--- config.mk ---
export PLATFORM = sky130hd
export DESIGN_NAME = uc_multiciclo
export DESIGN_NICKNAME = d
export VERILOG_FILES = /design/src/rtl/uc_multiciclo.sv
export SDC_FILE = /design/constraint.sdc
export NUM_CORES = 1
export LEC_CHECK = 0
export ABC_AREA = 1
export BUFFER_PORTS_ARGS = -buffer_cell sky130_fd_sc_hd__buf_2
export CAP_MARGIN = 20
export CELL_PAD_IN_SITES_DETAIL_PLACEMENT = 1
export CELL_PAD_IN_SITES_GLOBAL_PLACEMENT = 1
export CORE_MARGIN = 2
export CORE_UTILIZATION = 30
export DETAILED_ROUTE_END_ITERATION = 8
export PLACE_DENSITY = 0.75
export SLEW_MARGIN = 25
export SYNTH_ARGS = -nofsm -noshare
export SYNTH_HDL_FRONTEND = slang
export SYNTH_SLANG_ARGS = --single-unit
--- constraint.sdc ---
create_clock -name Clk -period 1.4 [get_ports Clk]
set_input_delay 0.21 -clock Clk [delete_from_list [all_inputs] [get_ports Clk]]
set_output_delay 0.21 -clock Clk [all_outputs]
set_load 0.01 [all_outputs]
--- src/rtl/uc_multiciclo.sv ---
// rtl/uc_multiciclo.sv - multicycle MIPS control unit (Moore FSM with memory wait states)
//
// Purpose:
//   Sequences fetch, decode, execute, memory and writeback for the multicycle
//   MIPS datapath and drives every datapath control strobe. Memory accesses
//   are stretched by MEM_WAIT wait cycles (0..7). Unsupported opcodes or
//   R-type function codes park the unit in HALT until Reset.
//
// Ports:
//   Clk          in   system clock, rising edge
//   Reset        in   asynchronous, active-high
//   Op[5:0]      in   instruction bits 31:26
//   Funct[5:0]   in   instruction bits 5:0
//   PCWrite      out  unconditional PC load
//   PCWriteCond  out  PC load qualified by ULA zero outside this block
//   IorD         out  memory address select (0 = PC, 1 = ALUOut)
//   MemWrite     out  memory write strobe
//   MemtoReg     out  register write data select (0 = ALUOut, 1 = MDR)
//   IRWrite      out  instruction register load
//   MDRLoad      out  MDR load
//   ALoad        out  A register load
//   BLoad        out  B register load
//   ALUOutLoad   out  ALUOut register load
//   PCSource     out  PC input select (00 ULA, 01 ALUOut, 10 jump target)
//   ALUOp        out  Ula32 selector (000 A, 001 add, 010 sub, 011 and, 110 xor)
//   ALUSrcA      out  ULA A select (0 = PC, 1 = A)
//   ALUSrcB      out  ULA B select (00 B, 01 4, 10 imm, 11 imm << 2)
//   RegWrite     out  register bank write
//   RegDst       out  destination select (0 = rt, 1 = rd)
//   Estado       out  current state code, debug only
//   Halted       out  high while in HALT

module uc_multiciclo #(
  parameter int MEM_WAIT = 1
) (
  input  logic       Clk,
  input  logic       Reset,
  input  logic [5:0] Op,
  input  logic [5:0] Funct,
  output logic       PCWrite,
  output logic       PCWriteCond,
  output logic       IorD,
  output logic       MemWrite,
  output logic       MemtoReg,
  output logic       IRWrite,
  output logic       MDRLoad,
  output logic       ALoad,
  output logic       BLoad,
  output logic       ALUOutLoad,
  output logic [1:0] PCSource,
  output logic [2:0] ALUOp,
  output logic       ALUSrcA,
  output logic [1:0] ALUSrcB,
  output logic       RegWrite,
  output logic       RegDst,
  output logic [4:0] Estado,
  output logic       Halted
);

  typedef enum logic [4:0] {
    S_RST        = 5'd0,
    S_FETCH      = 5'd1,
    S_FETCH_WAIT = 5'd2,
    S_IR_LOAD    = 5'd3,
    S_DECODE     = 5'd4,
    S_R_EXEC     = 5'd5,
    S_R_WB       = 5'd6,
    S_MEM_ADDR   = 5'd7,
    S_LW_WAIT    = 5'd8,
    S_LW_MDR     = 5'd9,
    S_LW_WB      = 5'd10,
    S_SW_WR      = 5'd11,
    S_BRANCH     = 5'd12,
    S_JUMP       = 5'd13,
    S_ADDI_EXEC  = 5'd14,
    S_ADDI_WB    = 5'd15,
    S_HALT       = 5'd16
  } state_t;

  localparam logic [5:0] OP_RTYPE = 6'h00;
  localparam logic [5:0] OP_LW    = 6'h23;
  localparam logic [5:0] OP_SW    = 6'h2B;
  localparam logic [5:0] OP_BEQ   = 6'h04;
  localparam logic [5:0] OP_J     = 6'h02;
  localparam logic [5:0] OP_ADDI  = 6'h08;

  localparam logic [5:0] FN_ADD = 6'h20;
  localparam logic [5:0] FN_SUB = 6'h22;
  localparam logic [5:0] FN_AND = 6'h24;
  localparam logic [5:0] FN_XOR = 6'h26;

  localparam logic [2:0] ALU_PASS = 3'b000;
  localparam logic [2:0] ALU_ADD  = 3'b001;
  localparam logic [2:0] ALU_SUB  = 3'b010;
  localparam logic [2:0] ALU_AND  = 3'b011;
  localparam logic [2:0] ALU_XOR  = 3'b110;

  // Last counter value of a wait phase; unused when MEM_WAIT is 0.
  localparam logic [2:0] LP_WAIT_LAST = 3'((MEM_WAIT > 0) ? (MEM_WAIT - 1) : 0);

  state_t     r_state;
  state_t     w_next;
  logic [2:0] r_wait_cnt;
  logic       r_is_lw;
  logic       w_wait_done;
  logic [2:0] w_r_aluop;
  logic       w_r_legal;

  // With no wait states a LW_WAIT visit still lasts exactly one cycle.
  assign w_wait_done = (MEM_WAIT == 0) || (r_wait_cnt == LP_WAIT_LAST);

  // Load/store direction is captured in DECODE so MEM_ADDR does not depend
  // on Op, which the instruction register may no longer hold steady.
  always_ff @(posedge Clk or posedge Reset) begin
    if (Reset) begin
      r_state    <= S_RST;
      r_wait_cnt <= 3'd0;
      r_is_lw    <= 1'b0;
    end else begin
      r_state <= w_next;
      if (r_state == S_DECODE) begin
        r_is_lw <= (Op == OP_LW);
      end
      if ((r_state == S_FETCH_WAIT) || (r_state == S_LW_WAIT)) begin
        if (w_wait_done) begin
          r_wait_cnt <= 3'd0;
        end else begin
          r_wait_cnt <= r_wait_cnt + 3'd1;
        end
      end else begin
        r_wait_cnt <= 3'd0;
      end
    end
  end

  always_comb begin
    w_r_aluop = ALU_PASS;
    w_r_legal = 1'b1;
    case (Funct)
      FN_ADD:  w_r_aluop = ALU_ADD;
      FN_SUB:  w_r_aluop = ALU_SUB;
      FN_AND:  w_r_aluop = ALU_AND;
      FN_XOR:  w_r_aluop = ALU_XOR;
      default: w_r_legal = 1'b0;
    endcase
  end

  always_comb begin
    w_next      = r_state;
    PCWrite     = 1'b0;
    PCWriteCond = 1'b0;
    IorD        = 1'b0;
    MemWrite    = 1'b0;
    MemtoReg    = 1'b0;
    IRWrite     = 1'b0;
    MDRLoad     = 1'b0;
    ALoad       = 1'b0;
    BLoad       = 1'b0;
    ALUOutLoad  = 1'b0;
    PCSource    = 2'b00;
    ALUOp       = ALU_PASS;
    ALUSrcA     = 1'b0;
    ALUSrcB     = 2'b00;
    RegWrite    = 1'b0;
    RegDst      = 1'b0;
    Halted      = 1'b0;

    case (r_state)
      S_RST: begin
        w_next = S_FETCH;
      end
      S_FETCH: begin
        IorD   = 1'b0;
        w_next = (MEM_WAIT == 0) ? S_IR_LOAD : S_FETCH_WAIT;
      end
      S_FETCH_WAIT: begin
        IorD = 1'b0;
        if (w_wait_done) begin
          w_next = S_IR_LOAD;
        end
      end
      S_IR_LOAD: begin
        IorD     = 1'b0;
        IRWrite  = 1'b1;
        PCWrite  = 1'b1;
        PCSource = 2'b00;
        ALUSrcA  = 1'b0;
        ALUSrcB  = 2'b01;
        ALUOp    = ALU_ADD;
        w_next   = S_DECODE;
      end
      S_DECODE: begin
        // Branch target is computed speculatively into ALUOut.
        ALoad      = 1'b1;
        BLoad      = 1'b1;
        ALUOutLoad = 1'b1;
        ALUSrcA    = 1'b0;
        ALUSrcB    = 2'b11;
        ALUOp      = ALU_ADD;
        case (Op)
          OP_RTYPE:     w_next = S_R_EXEC;
          OP_LW, OP_SW: w_next = S_MEM_ADDR;
          OP_BEQ:       w_next = S_BRANCH;
          OP_J:         w_next = S_JUMP;
          OP_ADDI:      w_next = S_ADDI_EXEC;
          default:      w_next = S_HALT;
        endcase
      end
      S_R_EXEC: begin
        // ALUOut is loaded even for an illegal Funct; the register bank is
        // never written because the write-back state is skipped.
        ALUSrcA    = 1'b1;
        ALUSrcB    = 2'b00;
        ALUOutLoad = 1'b1;
        ALUOp      = w_r_aluop;
        w_next     = w_r_legal ? S_R_WB : S_HALT;
      end
      S_R_WB: begin
        RegWrite = 1'b1;
        RegDst   = 1'b1;
        MemtoReg = 1'b0;
        w_next   = S_FETCH;
      end
      S_MEM_ADDR: begin
        ALUSrcA    = 1'b1;
        ALUSrcB    = 2'b10;
        ALUOp      = ALU_ADD;
        ALUOutLoad = 1'b1;
        w_next     = r_is_lw ? S_LW_WAIT : S_SW_WR;
      end
      S_LW_WAIT: begin
        IorD = 1'b1;
        if (w_wait_done) begin
          w_next = S_LW_MDR;
        end
      end
      S_LW_MDR: begin
        IorD    = 1'b1;
        MDRLoad = 1'b1;
        w_next  = S_LW_WB;
      end
      S_LW_WB: begin
        RegWrite = 1'b1;
        RegDst   = 1'b0;
        MemtoReg = 1'b1;
        w_next   = S_FETCH;
      end
      S_SW_WR: begin
        IorD     = 1'b1;
        MemWrite = 1'b1;
        w_next   = S_FETCH;
      end
      S_BRANCH: begin
        ALUSrcA     = 1'b1;
        ALUSrcB     = 2'b00;
        ALUOp       = ALU_SUB;
        PCWriteCond = 1'b1;
        PCSource    = 2'b01;
        w_next      = S_FETCH;
      end
      S_JUMP: begin
        PCWrite  = 1'b1;
        PCSource = 2'b10;
        w_next   = S_FETCH;
      end
      S_ADDI_EXEC: begin
        ALUSrcA    = 1'b1;
        ALUSrcB    = 2'b10;
        ALUOp      = ALU_ADD;
        ALUOutLoad = 1'b1;
        w_next     = S_ADDI_WB;
      end
      S_ADDI_WB: begin
        RegWrite = 1'b1;
        RegDst   = 1'b0;
        MemtoReg = 1'b0;
        w_next   = S_FETCH;
      end
      S_HALT: begin
        Halted = 1'b1;
        w_next = S_HALT;
      end
      default: begin
        // Unreachable encodings are treated like an unsupported opcode.
        w_next = S_HALT;
      end
    endcase
  end

  assign Estado = Reset ? 5'd0 : r_state;

endmodule
==> impl_metrics.xml, run 1 <==
<?xml version="1.0" encoding="UTF-8"?>
<metrics>
  <group name="status">
    <metric name="status" unit="">finished with violations</metric>
    <metric name="violated_checks" unit="">setup timing</metric>
  </group>
  <group name="die">
    <metric name="die_w" unit="µm">59.18</metric>
    <metric name="initial_core_util" unit="%">30.67</metric>
    <metric name="total_die_area" unit="µm²">3502</metric>
    <metric name="ioPinCount" unit="">40</metric>
    <metric name="die_h" unit="µm">59.18</metric>
    <metric name="placementRows" unit="">20</metric>
    <metric name="floorplan.core_area" unit="µm²">2978</metric>
  </group>
  <group name="place">
    <metric name="place.gp.congestion" unit="">0.8097</metric>
    <metric name="i_o_buffers" unit="">39</metric>
    <metric name="post-dp-hpwl" unit="µm">2757</metric>
    <metric name="placement.cell_area" unit="µm²">1328</metric>
    <metric name="place.detailed.instances" unit="">245</metric>
    <metric name="placement.setup.worst_slack" unit="ns">-0.08940</metric>
  </group>
  <group name="power">
    <metric name="tot_pwr" unit="W">0.0005602</metric>
    <metric name="vdd.ir_drop.worst" unit="mV">0.4561</metric>
    <metric name="leakage" unit="nW">1.069</metric>
    <metric name="power.density" unit="nW/µm²">292.2</metric>
  </group>
  <group name="route">
    <metric name="detail-route-antenna-nets" unit="">0</metric>
    <metric name="wl" unit="µm">5906</metric>
    <metric name="viasPerCell" unit="">5.280</metric>
    <metric name="drt-wirelength-per-cell" unit="µm">21.79</metric>
    <metric name="detailroute.via_count" unit="">1431</metric>
    <metric name="dr.first_iter.drc_count" unit="">95</metric>
    <metric name="route.detailed.drc" unit="">0</metric>
    <metric name="firstDrtPassIters" unit="">4</metric>
  </group>
  <group name="timing">
    <metric name="slew_violations" unit="">0</metric>
    <metric name="max_slew.worst_pin.slew" unit="ns">0.4320</metric>
    <metric name="max_fclk" unit="MHz">505.0</metric>
    <metric name="final.setup_skew" unit="ns">0.02995</metric>
    <metric name="finalSetupViolations" unit="">32</metric>
    <metric name="timing.max_slew.rel_slack" unit="%">71.17</metric>
    <metric name="postLayoutSetupSlackWorst" unit="ns">-0.5803</metric>
    <metric name="rsz_0062_raised_after_global_routing" unit="">true</metric>
    <metric name="post-route-period-util" unit="%">141.5</metric>
    <metric name="post-route-min-period" unit="ns">1.980</metric>
    <metric name="final-hold-violation-count" unit="">0</metric>
  </group>
  <group name="synth">
    <metric name="synth_warnings" unit="">0</metric>
    <metric name="synth_area" unit="µm²">913.4</metric>
    <metric name="ys_seq_elements" unit="">9</metric>
    <metric name="synth_largest_type_area_fraction" unit="%">24.66</metric>
    <metric name="synth.cells.most_frequent" unit="">nand2_1, nor2_1, inv_1, nand3_1, dfrtp_1</metric>
    <metric name="synth_top_flop_cell" unit="">dfrtp_1</metric>
    <metric name="synthesis.area_per_instance" unit="µm²">6.009</metric>
    <metric name="net_count_after_synthesis" unit="">168</metric>
    <metric name="synth_sequential_area_ratio" unit="%">24.66</metric>
    <metric name="number_of_distinct_library_cells_after_synthesis" unit="">23</metric>
    <metric name="synth_area_leader_cell" unit="">dfrtp_1</metric>
    <metric name="post_synth_main_area_contributors" unit="">dfrtp_1, nand2_1, nor2_1</metric>
    <metric name="synth-async-reset-ratio" unit="%">100.0</metric>
    <metric name="netlist_instances" unit="">152</metric>
    <metric name="count_of_flip_flops_with_a_built_in_enable_after_synthesis" unit="">0</metric>
    <metric name="leading_cell_type_by_number_of_instances_after_synthesis" unit="">nand2_1</metric>
  </group>
  <group name="global_routing">
    <metric name="grt_first_pass_wirelength" unit="µm">6072</metric>
    <metric name="grt.overflow.total" unit="">0</metric>
    <metric name="grt_max_degree" unit="">10</metric>
    <metric name="grt_pass1_vias" unit="">1327</metric>
    <metric name="number_of_antenna_violations_at_the_first_check_in_global_routing" unit="">1</metric>
    <metric name="grtUsageTotal" unit="%">22.85</metric>
  </group>
  <group name="clocking">
    <metric name="clk_pin_slew_worst_paths" unit="ns">0.10</metric>
    <metric name="numCtsBuffers" unit="">3</metric>
    <metric name="cts.htree.levels" unit="">1</metric>
    <metric name="ctsRootBufferMaster" unit="">clkbuf_4</metric>
    <metric name="worst_skew_pair.late_latency" unit="ns">0.29</metric>
    <metric name="cts_tree" unit="">yes</metric>
    <metric name="ctsLongestPathBuffers" unit="">2</metric>
    <metric name="clkSinkCount" unit="">9</metric>
  </group>
  <group name="cells_and_area">
    <metric name="post-route-cell-area" unit="µm²">1917</metric>
    <metric name="diodes" unit="">0</metric>
    <metric name="postLayoutCoreUtil" unit="%">64.37</metric>
    <metric name="final_cell_count_no_fill" unit="">271</metric>
    <metric name="finish.net_count" unit="">255</metric>
    <metric name="n_fill_cell" unit="">356</metric>
    <metric name="synthToLayoutAreaGrowth" unit="%">109.9</metric>
    <metric name="post_route_cells_drive_above_1_share" unit="%">63.03</metric>
  </group>
  <group name="setup_path">
    <metric name="path_max_fanout" unit="">4</metric>
    <metric name="setup.worst_path.class" unit="">reg -&gt; out</metric>
    <metric name="cp.arrival" unit="ns">1.77</metric>
    <metric name="startpoint_type" unit="">flip-flop</metric>
    <metric name="cp_data_required_time" unit="ns">1.19</metric>
    <metric name="critPathCaptureType" unit="">output pin</metric>
  </group>
  <group name="hold_path">
    <metric name="type_of_the_most_critical_hold_path" unit="">in -&gt; reg</metric>
  </group>
  <group name="run">
    <metric name="max-cap-violations" unit="">0</metric>
  </group>
</metrics>
==> sequential cells by signal (all words and copies together), names as in the netlist <==
name,flops
r_wait_cnt,3
r_is_lw,1
r_state,5
==> cells by family (layout without fill, tap and decap cells) <==
group	Yosys count	in the layout	synth area share, %
simple gates	101	101	53.42
buf+inv	34	120	15.48
flops	9	9	24.66
compound gates	5	5	2.738
fa+ha+maj	2	2	2.739
xor+xnor	1	1	0.9591
==> path summary, 6_finish.rpt <==
| path | startpoint | endpoint | slack (ns) | cells after the start |
|---|---|---|---|---|
| min reg2reg | r_wait_cnt[0] | r_wait_cnt[0] | 0.49 | 1 |
| max reg2reg | r_state[4] | r_state[0] | -0.52 | 11 |
| min | Op[4] | r_is_lw | 0.33 | 4 |
| max in group asynchronous | Reset | r_state[0] | 0.51 | 3 |
| max | r_state[3] | ALUOutLoad | -0.58 | 9 |
| min in group asynchronous | Reset | r_state[3] | 0.53 | 3 |
==> metal layers <==
metal | wire, µm | vias up | track usage, %
met5 | 13 | - | 0
met4 | 182 | 2 | 8.766
met3 | 229 | 22 | 1.528
met2 | 3106 | 54 | 44.44
met1 | 2375 | 715 | 25.44
li1 | - | 638 | -
==> cell usage in the layout, fill, tap and decap left out, types with 2 or more instances in the layout <==
master and n:
nor3_4 4, inv_1 18, nand2_2 5, nand2_1 26
nand2_4 4, dfrtp_1 5, nand3_2 6, clkbuf_4 3
nand3b_1 4, nand3_4 3, buf_2 27, buf_6 26
buf_4 30, ha_1 2, o21ai_0 2, nand4_1 4
nor2_4 13, nor2_2 7, nor2_1 16, dfrtp_2 4
inv_4 2, inv_2 9, nand3_1 7
==> cell type report <==
| cell class | count | area [µm²] | area share, % |
|---|---|---|---|
| Clock buffer | 4 | 26.28 | 1.371 |
| Inverter | 30 | 122.6 | 6.397 |
| Multi-Input combinational cell | 109 | 798.3 | 41.64 |
| Sequential cell | 9 | 230.2 | 12.01 |
| Tap cell | 33 | 41.29 | 2.154 |
| Timing Repair Buffer | 86 | 698.2 | 36.42 |
==> metrics by stage <==
step           setup TNS, ns  hold WS, ns
3_5_place_dp         -0.3930       0.2544
3_3_place_gp         -0.1102       0.2345
2_1_floorplan              0      0.03792
5_1_grt               -11.56       0.3665
4_1_cts               -4.235       0.2867
6_report              -10.44       0.3329
==> what timing repair did <==
item	in CTS	in global routing
hold endpoints to repair	9	0
buffers inserted	9	20
pin swaps	3	24
resized for setup	22	77
setup endpoints to repair	26	32
hold buffers	1	0
==> power breakdown <==
group          total (W)  leakage (nW)  internal, W  switching [W]
combinational  0.0000641         0.946    0.0000247      0.0000394
clock           0.000236        0.0150     0.000110       0.000126
sequential      0.000260         0.109     0.000260              0
total           0.000560          1.07     0.000395       0.000165
==> worst max-delay path: stages (launching register included) <==
cell	delay, ns
dfrtp_2	0.46
nand2_1	0.13
inv_1	0.09
nand3_2	0.11
inv_1	0.10
nor2_2	0.18
nand2_2	0.10
inv_2	0.09
nand2_1	0.07
buf_2	0.14
(Power assumes the default switching activity.)
==> inputs of run 2 (changes only) <==
--- a/config.mk
+++ b/config.mk
@@ -5,13 +5,12 @@
 export SDC_FILE = /design/constraint.sdc
 export NUM_CORES = 1
 export LEC_CHECK = 0
-export ABC_AREA = 1
 export BUFFER_PORTS_ARGS = -buffer_cell sky130_fd_sc_hd__buf_2
 export CAP_MARGIN = 20
 export CELL_PAD_IN_SITES_DETAIL_PLACEMENT = 1
 export CELL_PAD_IN_SITES_GLOBAL_PLACEMENT = 1
 export CORE_MARGIN = 2
-export CORE_UTILIZATION = 30
+export CORE_UTILIZATION = 31
 export DETAILED_ROUTE_END_ITERATION = 8
 export PLACE_DENSITY = 0.75
 export SLEW_MARGIN = 25
==> impl_metrics.xml, run 2 <==
<?xml version="1.0" encoding="UTF-8"?>
<metrics>
  <group name="place">
    <metric name="i_o_buffers" unit="">39</metric>
    <metric name="place.gp.congestion" unit="">0.7448</metric>
    <metric name="place.detailed.instances" unit="">203</metric>
    <metric name="post-dp-hpwl" unit="µm">2427</metric>
    <metric name="placement.setup.worst_slack" unit="ns">-0.3069</metric>
  </group>
  <group name="route">
    <metric name="viasPerCell" unit="">5.588</metric>
    <metric name="detailroute.via_count" unit="">1274</metric>
    <metric name="drt-wirelength-per-cell" unit="µm">22.51</metric>
    <metric name="detail-route-antenna-nets" unit="">0</metric>
    <metric name="dr.first_iter.drc_count" unit="">38</metric>
    <metric name="firstDrtPassIters" unit="">4</metric>
    <metric name="route.detailed.drc" unit="">0</metric>
    <metric name="wl" unit="µm">5133</metric>
  </group>
  <group name="synth">
    <metric name="synth_sequential_area_ratio" unit="%">25.79</metric>
    <metric name="synth_largest_type_area_fraction" unit="%">25.79</metric>
    <metric name="synth_top_flop_cell" unit="">dfrtp_1</metric>
    <metric name="synthesis.area_per_instance" unit="µm²">7.278</metric>
    <metric name="netlist_instances" unit="">120</metric>
    <metric name="number_of_distinct_library_cells_after_synthesis" unit="">39</metric>
    <metric name="ys_seq_elements" unit="">9</metric>
    <metric name="synth_area_leader_cell" unit="">dfrtp_1</metric>
    <metric name="net_count_after_synthesis" unit="">136</metric>
    <metric name="synth_warnings" unit="">0</metric>
    <metric name="count_of_flip_flops_with_a_built_in_enable_after_synthesis" unit="">0</metric>
    <metric name="post_synth_main_area_contributors" unit="">dfrtp_1, nor2_1, nor2b_1</metric>
    <metric name="leading_cell_type_by_number_of_instances_after_synthesis" unit="">nor2_1</metric>
    <metric name="synth.cells.most_frequent" unit="">nor2_1, dfrtp_1, nand2_1, nor2b_1, nand2b_1</metric>
    <metric name="synth-async-reset-ratio" unit="%">100.0</metric>
    <metric name="synth_area" unit="µm²">873.3</metric>
  </group>
  <group name="timing">
    <metric name="slew_violations" unit="">0</metric>
    <metric name="finalSetupViolations" unit="">34</metric>
    <metric name="rsz_0062_raised_after_global_routing" unit="">true</metric>
    <metric name="worst_hold_slack" unit="ns">0.3000</metric>
    <metric name="timing.max_slew.rel_slack" unit="%">74.86</metric>
    <metric name="final-hold-violation-count" unit="">0</metric>
    <metric name="final.setup_skew" unit="ns">0.007294</metric>
    <metric name="fin_tns_setup" unit="ns">-12.73</metric>
    <metric name="max_slew.worst_pin.slew" unit="ns">0.3767</metric>
    <metric name="post-route-min-period" unit="ns">2.096</metric>
    <metric name="post-route-period-util" unit="%">149.7</metric>
    <metric name="max_fclk" unit="MHz">477.0</metric>
    <metric name="postLayoutSetupSlackWorst" unit="ns">-0.6963</metric>
  </group>
  <group name="cells_and_area">
    <metric name="registers.top_by_ff_count" unit="">r_state</metric>
    <metric name="synthToLayoutAreaGrowth" unit="%">104.6</metric>
    <metric name="reg.largest.list" unit="">r_state (5), r_wait_cnt (3), r_is_lw (1)</metric>
    <metric name="layout.cells.most_common_list" unit="">buf_2, buf_4, buf_6</metric>
    <metric name="diodes" unit="">0</metric>
    <metric name="postLayoutCoreUtil" unit="%">65.93</metric>
    <metric name="footprint_of_the_flip_flops_and_latches" unit="µm²">227.7</metric>
    <metric name="final_common_cell" unit="">buf_2</metric>
    <metric name="area_taken_by_multi_input_logic_gates" unit="µm²">822.0</metric>
    <metric name="largest_register_ff_count" unit="">5</metric>
    <metric name="n_fill_cell" unit="">329</metric>
    <metric name="post_route_cells_drive_above_1_share" unit="%">63.45</metric>
    <metric name="finish.net_count" unit="">214</metric>
    <metric name="final_cell_count_no_fill" unit="">228</metric>
  </group>
  <group name="clocking">
    <metric name="cts.htree.levels" unit="">1</metric>
    <metric name="ctsRootBufferMaster" unit="">clkbuf_4</metric>
    <metric name="clk_pin_slew_worst_paths" unit="ns">0.07</metric>
    <metric name="clkSinkCount" unit="">9</metric>
    <metric name="numCtsBuffers" unit="">3</metric>
    <metric name="cts_tree" unit="">yes</metric>
    <metric name="worst_skew_pair.late_latency" unit="ns">0.29</metric>
    <metric name="ctsLongestPathBuffers" unit="">2</metric>
  </group>
  <group name="setup_path">
    <metric name="cp_data_required_time" unit="ns">1.19</metric>
    <metric name="startpoint_type" unit="">flip-flop</metric>
    <metric name="most_common_cell_on_crit_path" unit="">or3b_4</metric>
    <metric name="path_max_fanout" unit="">4</metric>
    <metric name="slowest_delay" unit="ns">0.44</metric>
    <metric name="cp_cell_sequence" unit="">or3b_4 -&gt; or3b_4 -&gt; o21ai_2 -&gt; buf_2</metric>
    <metric name="critPathCaptureType" unit="">output pin</metric>
    <metric name="slowest_stage" unit="">or3b_4</metric>
    <metric name="setup.worst_path.class" unit="">reg -&gt; out</metric>
    <metric name="cp.arrival" unit="ns">1.89</metric>
  </group>
  <group name="power">
    <metric name="power.density" unit="nW/µm²">1272</metric>
    <metric name="leakage" unit="nW">0.8381</metric>
    <metric name="vdd.ir_drop.worst" unit="mV">1.113</metric>
  </group>
  <group name="global_routing">
    <metric name="number_of_antenna_violations_at_the_first_check_in_global_routing" unit="">0</metric>
    <metric name="grt_first_pass_wirelength" unit="µm">6872</metric>
    <metric name="grtUsageTotal" unit="%">28.13</metric>
    <metric name="grt_pass1_vias" unit="">1344</metric>
    <metric name="grt_max_degree" unit="">15</metric>
    <metric name="grt.overflow.total" unit="">0</metric>
  </group>
  <group name="die">
    <metric name="floorplan.core_area" unit="µm²">2710</metric>
    <metric name="total_die_area" unit="µm²">3258</metric>
    <metric name="initial_core_util" unit="%">32.23</metric>
    <metric name="placementRows" unit="">19</metric>
    <metric name="die_w" unit="µm">57.08</metric>
    <metric name="ioPinCount" unit="">40</metric>
    <metric name="die_h" unit="µm">57.08</metric>
  </group>
  <group name="hold_path">
    <metric name="type_of_the_most_critical_hold_path" unit="">in -&gt; reg</metric>
  </group>
  <group name="status">
    <metric name="status" unit="">finished with violations</metric>
    <metric name="violated_checks" unit="">setup timing</metric>
  </group>
  <group name="run">
    <metric name="max-cap-violations" unit="">0</metric>
  </group>
</metrics>
run 2: cell types whose count changed in the layout (fill, tap and decap cells not counted), sizes merged, moves of 4 or more:
cell    delta
nor2      -19
nand4      -4
nand3     -13
nor2b      +8
xnor2      +4
nand2     -26
nand2b     +7
inv       -24
run 2: logic make-up (layout without fill, tap and decap cells):
family,count (synthesis),count (layout),share of synthesized area (%)
adders and majority gates,2,2,2.865
and+or+nand+nor,65,65,39.97
AOI/OAI and AO/OA,22,22,16.76
muxes,1,1,1.289
buffers and inverters,15,92,7.306
xor gates and xnor gates,6,6,6.017
DFF,9,9,25.79
run 2: worst max-delay path: cells and delay by family (launching register included):
kind / cells / cell delay, ns
DFF: 1 / 0.41
AOI/OAI and AO/OA: 1 / 0.15
buffers and inverters: 1 / 0.16
and+or+nand+nor: 2 / 0.87
run 2: worst paths after layout:
kind                               start  slack [ns]  cells past startpoint            end
min                                Op[4]        0.30                      3     r_state[4]
max in group asynchronous          Reset        0.63                      2     r_state[0]
min reg2reg                r_wait_cnt[0]        0.52                      1  r_wait_cnt[0]
min in group asynchronous          Reset        0.47                      2  r_wait_cnt[1]
max                           r_state[3]       -0.70                      4       ALUOp[0]
max reg2reg                   r_state[3]       -0.53                      5     r_state[0]
run 2: through the flow:
stage          area, µm²  total power (W)
2_1_floorplan      945.9        0.0009206
3_3_place_gp        1282         0.001265
3_5_place_dp        1282         0.001308
4_1_cts             1608         0.001927
5_1_grt             1787         0.002364
6_report            1787         0.002273
run 2: final cells by class:
class	instances	area share, %
multi-input cells	96	46.01
repair buffers	83	36.55
flip-flops and latches	9	12.75
well taps	31	2.171
clock buffers	4	1.471
inverters	5	1.050
run 2: where the power goes:
part	switching (W)	internal, W
clock network	0.000119	0.000111
logic	0.000821	0.000839
registers	0.0000763	0.000307
run 2: layer usage:
layer / global-route usage (%) / share of wire [%] / vias up
li1: - / - / 563
met1: 30.51 / 38 / 627
met2: 50.74 / 52 / 58
met3: 5.442 / 4.2 / 26
met4: 15.95 / 5.3 / 0
met5: 0 / 0 / -
run 2: timing repair:
action                                  4_1_cts  5_1_grt
hold endpoints to repair                      9        0
pin swaps                                    10        7
resized for setup                            45       22
setup buffers                                12       11
endpoints found under the setup margin       28       35
hold buffers                                  1        0
gates cloned                                  0        0
